==> config.mk <==
export PLATFORM = sky130hd
export DESIGN_NAME = ntps_ethlite_rx_drain
export DESIGN_NICKNAME = d
export VERILOG_FILES = /design/src/rtl/ntps_ethlite_rx_drain.sv
export SDC_FILE = /design/constraint.sdc
export NUM_CORES = 1
export LEC_CHECK = 0
export CAP_MARGIN = 20
export CORE_MARGIN = 2
export CORE_UTILIZATION = 40
export CTS_CLUSTER_DIAMETER = 100
export DETAILED_ROUTE_END_ITERATION = 16
export PLACE_DENSITY = 0.82
export SLEW_MARGIN = 10
export SYNTH_ARGS = -nofsm -noshare
export SYNTH_HDL_FRONTEND = slang
export SYNTH_SLANG_ARGS = --single-unit
export TNS_END_PERCENT = 100
==> constraint.sdc <==
create_clock -name s_axi_aclk -period 2.4 [get_ports s_axi_aclk]
set_clock_uncertainty 0.1 [all_clocks]
set_input_delay 0.36 -clock s_axi_aclk [delete_from_list [all_inputs] [get_ports s_axi_aclk]]
set_output_delay 0.36 -clock s_axi_aclk [all_outputs]
set_load 0.005 [all_outputs]
==> src/rtl/ntps_ethlite_rx_drain.sv <==
// ntps_ethlite_rx_drain: AXI4-Lite master that drains the Ethernet Lite
// RX ping buffer into a 32-bit word stream for the NTP packet path.
module ntps_ethlite_rx_drain #(
  parameter int          FRAME_WORDS = 24,
  parameter int          POLL_GAP    = 16,
  parameter logic [12:0] RX_BASE     = 13'h1000,
  parameter logic [12:0] RX_CTRL     = 13'h17FC
) (
  input  logic        s_axi_aclk,
  input  logic        s_axi_aresetn,
  input  logic        enable,
  output logic [12:0] m_axi_araddr,
  output logic        m_axi_arvalid,
  input  logic        m_axi_arready,
  input  logic [31:0] m_axi_rdata,
  input  logic [1:0]  m_axi_rresp,
  input  logic        m_axi_rvalid,
  output logic        m_axi_rready,
  output logic [12:0] m_axi_awaddr,
  output logic        m_axi_awvalid,
  input  logic        m_axi_awready,
  output logic [31:0] m_axi_wdata,
  output logic [3:0]  m_axi_wstrb,
  output logic        m_axi_wvalid,
  input  logic        m_axi_wready,
  input  logic [1:0]  m_axi_bresp,
  input  logic        m_axi_bvalid,
  output logic        m_axi_bready,
  output logic [31:0] frm_data,
  output logic        frm_valid,
  output logic        frm_last,
  input  logic        frm_ready,
  output logic        err_sticky,
  output logic [15:0] frame_cnt
);

  typedef enum logic [2:0] {
    S_WAIT,
    S_POLL_AR,
    S_POLL_R,
    S_DATA_AR,
    S_DATA_R,
    S_DATA_OUT,
    S_CLR,
    S_CLR_B
  } state_t;

  localparam logic [15:0] GAP_MAX  = 16'(POLL_GAP - 1);
  localparam logic [8:0]  LAST_IDX = 9'(FRAME_WORDS - 1);

  state_t      r_state;
  state_t      w_next;
  logic [15:0] r_gap;
  logic [8:0]  r_idx;
  logic [8:0]  w_idx_next;
  logic        r_arvalid;
  logic        r_rready;
  logic        r_awvalid;
  logic        r_wvalid;
  logic        r_bready;
  logic        r_frm_valid;
  logic        r_frm_last;
  logic        r_err;
  logic [12:0] r_araddr;
  logic [12:0] r_awaddr;
  logic [31:0] r_wdata;
  logic [31:0] r_frm_data;
  logic [15:0] r_frame_cnt;

  logic w_ar_hs;
  logic w_r_hs;
  logic w_b_hs;
  logic w_aw_done;
  logic w_w_done;
  logic w_last;
  logic w_frame_rdy;

  assign w_ar_hs     = r_arvalid && m_axi_arready;
  assign w_r_hs      = r_rready && m_axi_rvalid;
  assign w_b_hs      = r_bready && m_axi_bvalid;
  assign w_aw_done   = !r_awvalid || m_axi_awready;
  assign w_w_done    = !r_wvalid || m_axi_wready;
  assign w_last      = (r_idx == LAST_IDX);
  assign w_frame_rdy = m_axi_rdata[0] &&
                       (m_axi_rresp == 2'b00);

  always_comb begin
    w_next     = r_state;
    w_idx_next = r_idx;
    unique case (r_state)
      S_WAIT: begin
        if (r_gap == GAP_MAX && enable)
          w_next = S_POLL_AR;
      end
      S_POLL_AR: begin
        if (w_ar_hs) w_next = S_POLL_R;
      end
      S_POLL_R: begin
        if (w_r_hs) begin
          if (w_frame_rdy) begin
            w_next     = S_DATA_AR;
            w_idx_next = '0;
          end else begin
            w_next = S_WAIT;
          end
        end
      end
      S_DATA_AR: begin
        if (w_ar_hs) w_next = S_DATA_R;
      end
      S_DATA_R: begin
        if (w_r_hs) w_next = S_DATA_OUT;
      end
      S_DATA_OUT: begin
        if (frm_ready) begin
          if (w_last) begin
            w_next = S_CLR;
          end else begin
            w_next     = S_DATA_AR;
            w_idx_next = r_idx + 9'd1;
          end
        end
      end
      S_CLR: begin
        if (w_aw_done && w_w_done)
          w_next = S_CLR_B;
      end
      S_CLR_B: begin
        if (w_b_hs) w_next = S_WAIT;
      end
      default: w_next = S_WAIT;
    endcase
  end

  always_ff @(posedge s_axi_aclk or negedge s_axi_aresetn) begin
    if (!s_axi_aresetn) begin
      r_state     <= S_WAIT;
      r_gap       <= '0;
      r_idx       <= '0;
      r_arvalid   <= 1'b0;
      r_rready    <= 1'b0;
      r_awvalid   <= 1'b0;
      r_wvalid    <= 1'b0;
      r_bready    <= 1'b0;
      r_frm_valid <= 1'b0;
      r_frm_last  <= 1'b0;
      r_err       <= 1'b0;
      r_araddr    <= '0;
      r_awaddr    <= '0;
      r_wdata     <= '0;
      r_frm_data  <= '0;
      r_frame_cnt <= '0;
    end else begin
      r_state <= w_next;
      r_idx   <= w_idx_next;

      // Valids are registered from the next state so they rise on entry
      r_arvalid <= (w_next == S_POLL_AR) ||
                   (w_next == S_DATA_AR);
      if (w_next == S_POLL_AR)
        r_araddr <= RX_CTRL;
      else if (w_next == S_DATA_AR)
        r_araddr <= RX_BASE + {2'b00, w_idx_next, 2'b00};

      r_rready    <= (w_next == S_POLL_R) ||
                     (w_next == S_DATA_R);
      r_bready    <= (w_next == S_CLR_B);
      r_frm_valid <= (w_next == S_DATA_OUT);

      if (r_state == S_DATA_R && w_r_hs) begin
        r_frm_data <= m_axi_rdata;
        r_frm_last <= w_last;
      end

      if (r_state == S_DATA_OUT && w_next == S_CLR) begin
        r_awvalid <= 1'b1;
        r_wvalid  <= 1'b1;
        r_awaddr  <= RX_CTRL;
        r_wdata   <= '0;
      end else begin
        if (m_axi_awready) r_awvalid <= 1'b0;
        if (m_axi_wready)  r_wvalid  <= 1'b0;
      end

      if (w_r_hs && m_axi_rresp != 2'b00) r_err <= 1'b1;
      if (w_b_hs && m_axi_bresp != 2'b00) r_err <= 1'b1;

      if (r_state == S_CLR_B && w_b_hs)
        r_frame_cnt <= r_frame_cnt + 16'd1;

      // Gap restarts on every return to WAIT and saturates there
      if (w_next == S_WAIT && r_state != S_WAIT)
        r_gap <= '0;
      else if (r_state == S_WAIT && r_gap != GAP_MAX)
        r_gap <= r_gap + 16'd1;
    end
  end

  assign m_axi_araddr  = r_araddr;
  assign m_axi_arvalid = r_arvalid;
  assign m_axi_rready  = r_rready;
  assign m_axi_awaddr  = r_awaddr;
  assign m_axi_awvalid = r_awvalid;
  assign m_axi_wdata   = r_wdata;
  assign m_axi_wstrb   = 4'hF;
  assign m_axi_wvalid  = r_wvalid;
  assign m_axi_bready  = r_bready;
  assign frm_data      = r_frm_data;
  assign frm_valid     = r_frm_valid;
  assign frm_last      = r_frm_last;
  assign err_sticky    = r_err;
  assign frame_cnt     = r_frame_cnt;

endmodule

==> flow_summary.toml <==
[synthesis]
synth_edf_count = 0
syn_inst = 434
ys_seq_area_share_pct = 50.8
yosysWarnings = 0
ys_types = 52
synth-xor-area-share_pct = 5.80
syn-mean-instance-area_um2 = 10.8
synth_fa_ha_area_share_pct = 0.802
synth_top_family_by_area = "simple AND/OR/NAND/NOR gates"
ys_seq_elements = 95
async_flop_share_pct = 100
muxShareOfSynthArea_pct = 9.12
syn_area_um2 = 4680
synth_simple_gate_area_share_pct = 15.0
synth_compound_area_share_pct = 7.89
synth-main-ff-cell = "dfrtp_1"

[clock_tree]
cts_num_sinks = 95
clkSlewWorstSetupHoldPaths_ns = 0.07
clk_latency_ns = 0.33
post_cts_buffers = 0
cts_tree = "built"
cts_buffers = 9
clock-root-buffer = "clkbuf_16"
ctsHtreeMaxLevel = 3
clock_path_buffers = 2

[layout]
final_common_cell = "clkdlybuf4s50_1"
num-nets-final = 615
final_cell_mix = "clkdlybuf4s50_1, dfrtp_1, nor2_1, conb_1, mux2_2"
n_antenna_cell = 0
areaGrowthSynthToFinish_pct = 34.6
fin_area_um2 = 6300
drive_above_1_share_pct = 15.2

[floorplan]
die_h_um = 112
pin_count = 163
rows = 39
die_w_um = 112
fp.dieArea_um2 = 12600
start_util_pct = 41.0
core_um2 = 11400

[outcome]
status = "completed"

[run]
maxCapViolations = 0

[route]
vias_per_cell = 4.93
antenna_left = 0
drc_errors = 0
first_iter_violations = 234
routedWlPerCell_um = 14.7
drt_pass1_iterations = 4
num_vias = 3520
wl_um = 10500

[pwr]
p_leak_nw = 2.87
power.share.combinational_pct = 36.6
switching_share_pct = 32.3
clkPwrFrac_pct = 24.0
p_per_area_nw_per_um2 = 899
p_seq_share_pct = 39.4
peakVddDrop_mv = 0.484
p_switching_mw = 1.83
intPower_mw = 3.83

[critical_path]
critPathCaptureType = "flop"
cp_data_arrival_time_ns = 2.43
start_kind = "flop"
reg2reg_depth = 5
path_class = "flop to flop"
crit_required_ns = 2.52
critPathMaxFanout = 11

[placed_design]
gp_congestion = 0.879
placed_area_um2 = 6000
hpwl_um = 7690
portBuffers = 120

[timing]
max_freq_mhz = 432
tns_ns = 0
worst_pin_slew_ns = 0.556
period_share_pct = 96.3
relSlewSlack_pct = 62.9
finalHoldViolations = 0
rsz0062_at_grt = "no"
final.min_clock_period_ns = 2.31
finalSetupViolations = 0
maxSlewViolCount = 0

[global_routing]
first_global_vias = 3547
grt_max_degree = 56
grtUsageTotal_pct = 17.0
grt_pass1_wl_um = 17400
antenna_found_initial = 0
grt_overflow = 0

[min_path]
hold_path_class = "primary input to asynchronous set/reset pin"
-- registers in the layout, indices dropped and copies added, names as in the netlist --
register       cells
m_axi_araddr      10
m_axi_wvalid       1
frame_cnt         16
frm_data          32
m_axi_rready       1
err_sticky         1
m_axi_awaddr       1
frm_last           1
r_state            3
r_idx              9
m_axi_bready       1
r_gap             16
m_axi_arvalid      1
frm_valid          1
m_axi_awvalid      1
-- critical path: stages, from the launching register on --
cell and delay, ns:
dfrtp_1 0.53, nor2b_1 0.35, a21oi_1 0.15, o41a_4 0.54
nand2_1 0.18, mux2_2 0.36
-- logic make-up after synthesis --
kind of cell             after synthesis
AND/OR/NAND/NOR                      139
flip-flops                            95
buffers and inverters                 76
AO/OA/AOI/OAI                         50
multiplexers                          38
XOR/XNOR                              31
adder cells (fa/ha/maj)                3
other                                  2
-- per-stage QoR --
stage	instances	hold slack, ns	power [mW]	setup WS, ns	utilization [%]
floorplan	474	-0.0356	3.31	0.0850	-
global placement	698	0.122	4.24	-0.208	52.6
detailed placement	698	0.124	4.31	-0.228	52.6
CTS	714	0.308	5.70	0.0895	55.1
global route	714	0.320	6.02	0.0152	55.2
finish	714	0.313	5.67	0.0877	55.2
-- worst paths after layout --
| kind | startpoint | end | slack (ns) |
|---|---|---|---|
| max | r_state[0] | m_axi_araddr[2] | 0.09 |
| min in group s_axi_aclk | frame_cnt[15] | frame_cnt[15] | 0.37 |
| max in group asynchronous | s_axi_aresetn | m_axi_arvalid | 1.29 |
| min reg2reg | frame_cnt[15] | frame_cnt[15] | 0.37 |
| max reg2reg | r_state[0] | m_axi_araddr[2] | 0.09 |
| min | s_axi_aresetn | frm_data[4] | 0.31 |
-- cell usage after synthesis (6+ instances only) --
| library cell | n | area (um2) |
|---|---|---|
| dfrtp_1 | 95 | 2380 |
| buf_4 | 51 | 383 |
| nor2_1 | 42 | 158 |
| mux2_2 | 37 | 417 |
| nand2_1 | 32 | 120 |
| xor2_1 | 19 | 166 |
| a21oi_1 | 12 | 60.1 |
| nand3_1 | 12 | 60.1 |
| nand4_1 | 12 | 75.1 |
| xnor2_1 | 12 | 105 |
| clkbuf_1 | 11 | 41.3 |
| inv_1 | 11 | 41.3 |
| a31oi_1 | 9 | 56.3 |
| and3_1 | 8 | 50.1 |
| nand2b_1 | 6 | 37.5 |
| nor3_1 | 6 | 30.0 |
| o21ai_0 | 6 | 30.0 |
-- cell type report --
cell class / instances / area [um2]
Clock buffer: 10 / 239
Clock inverter: 5 / 46.3
Fill cell: 958 / 5120
Inverter: 11 / 41.3
Multi-Input combinational cell: 303 / 1980
Sequential cell: 95 / 2380
Tap cell: 143 / 179
Timing Repair Buffer: 147 / 1440
-- timing repair --
item | CTS | global route
hold buffers | 1 | 0
gates resized for setup | 0 | 3
hold endpoints to repair | 12 | 0
setup endpoints to repair | 0 | 3
-- per-layer routing --
layer / track usage, % / up-vias / part of all wire, %
li1: - / 1673 / -
met1: 22.5 / 1718 / 45
met2: 28.5 / 121 / 49
met3: 3.56 / 8 / 5.8
met4: 4.80 / 0 / 0.85
met5: 0 / - / 0
-- power by group through the flow --
stage | sequential, mW | clock (mW) | combinational, mW
after global placement | 2.23 | 0 | 2.01
after CTS | 2.23 | 1.40 | 2.08
after floorplan | 2.17 | 0 | 1.14
after detailed placement | 2.25 | 0 | 2.06
final | 2.23 | 1.36 | 2.07
after global routing | 2.28 | 1.47 | 2.27
Note: power is estimated with default switching activity, not from simulation.
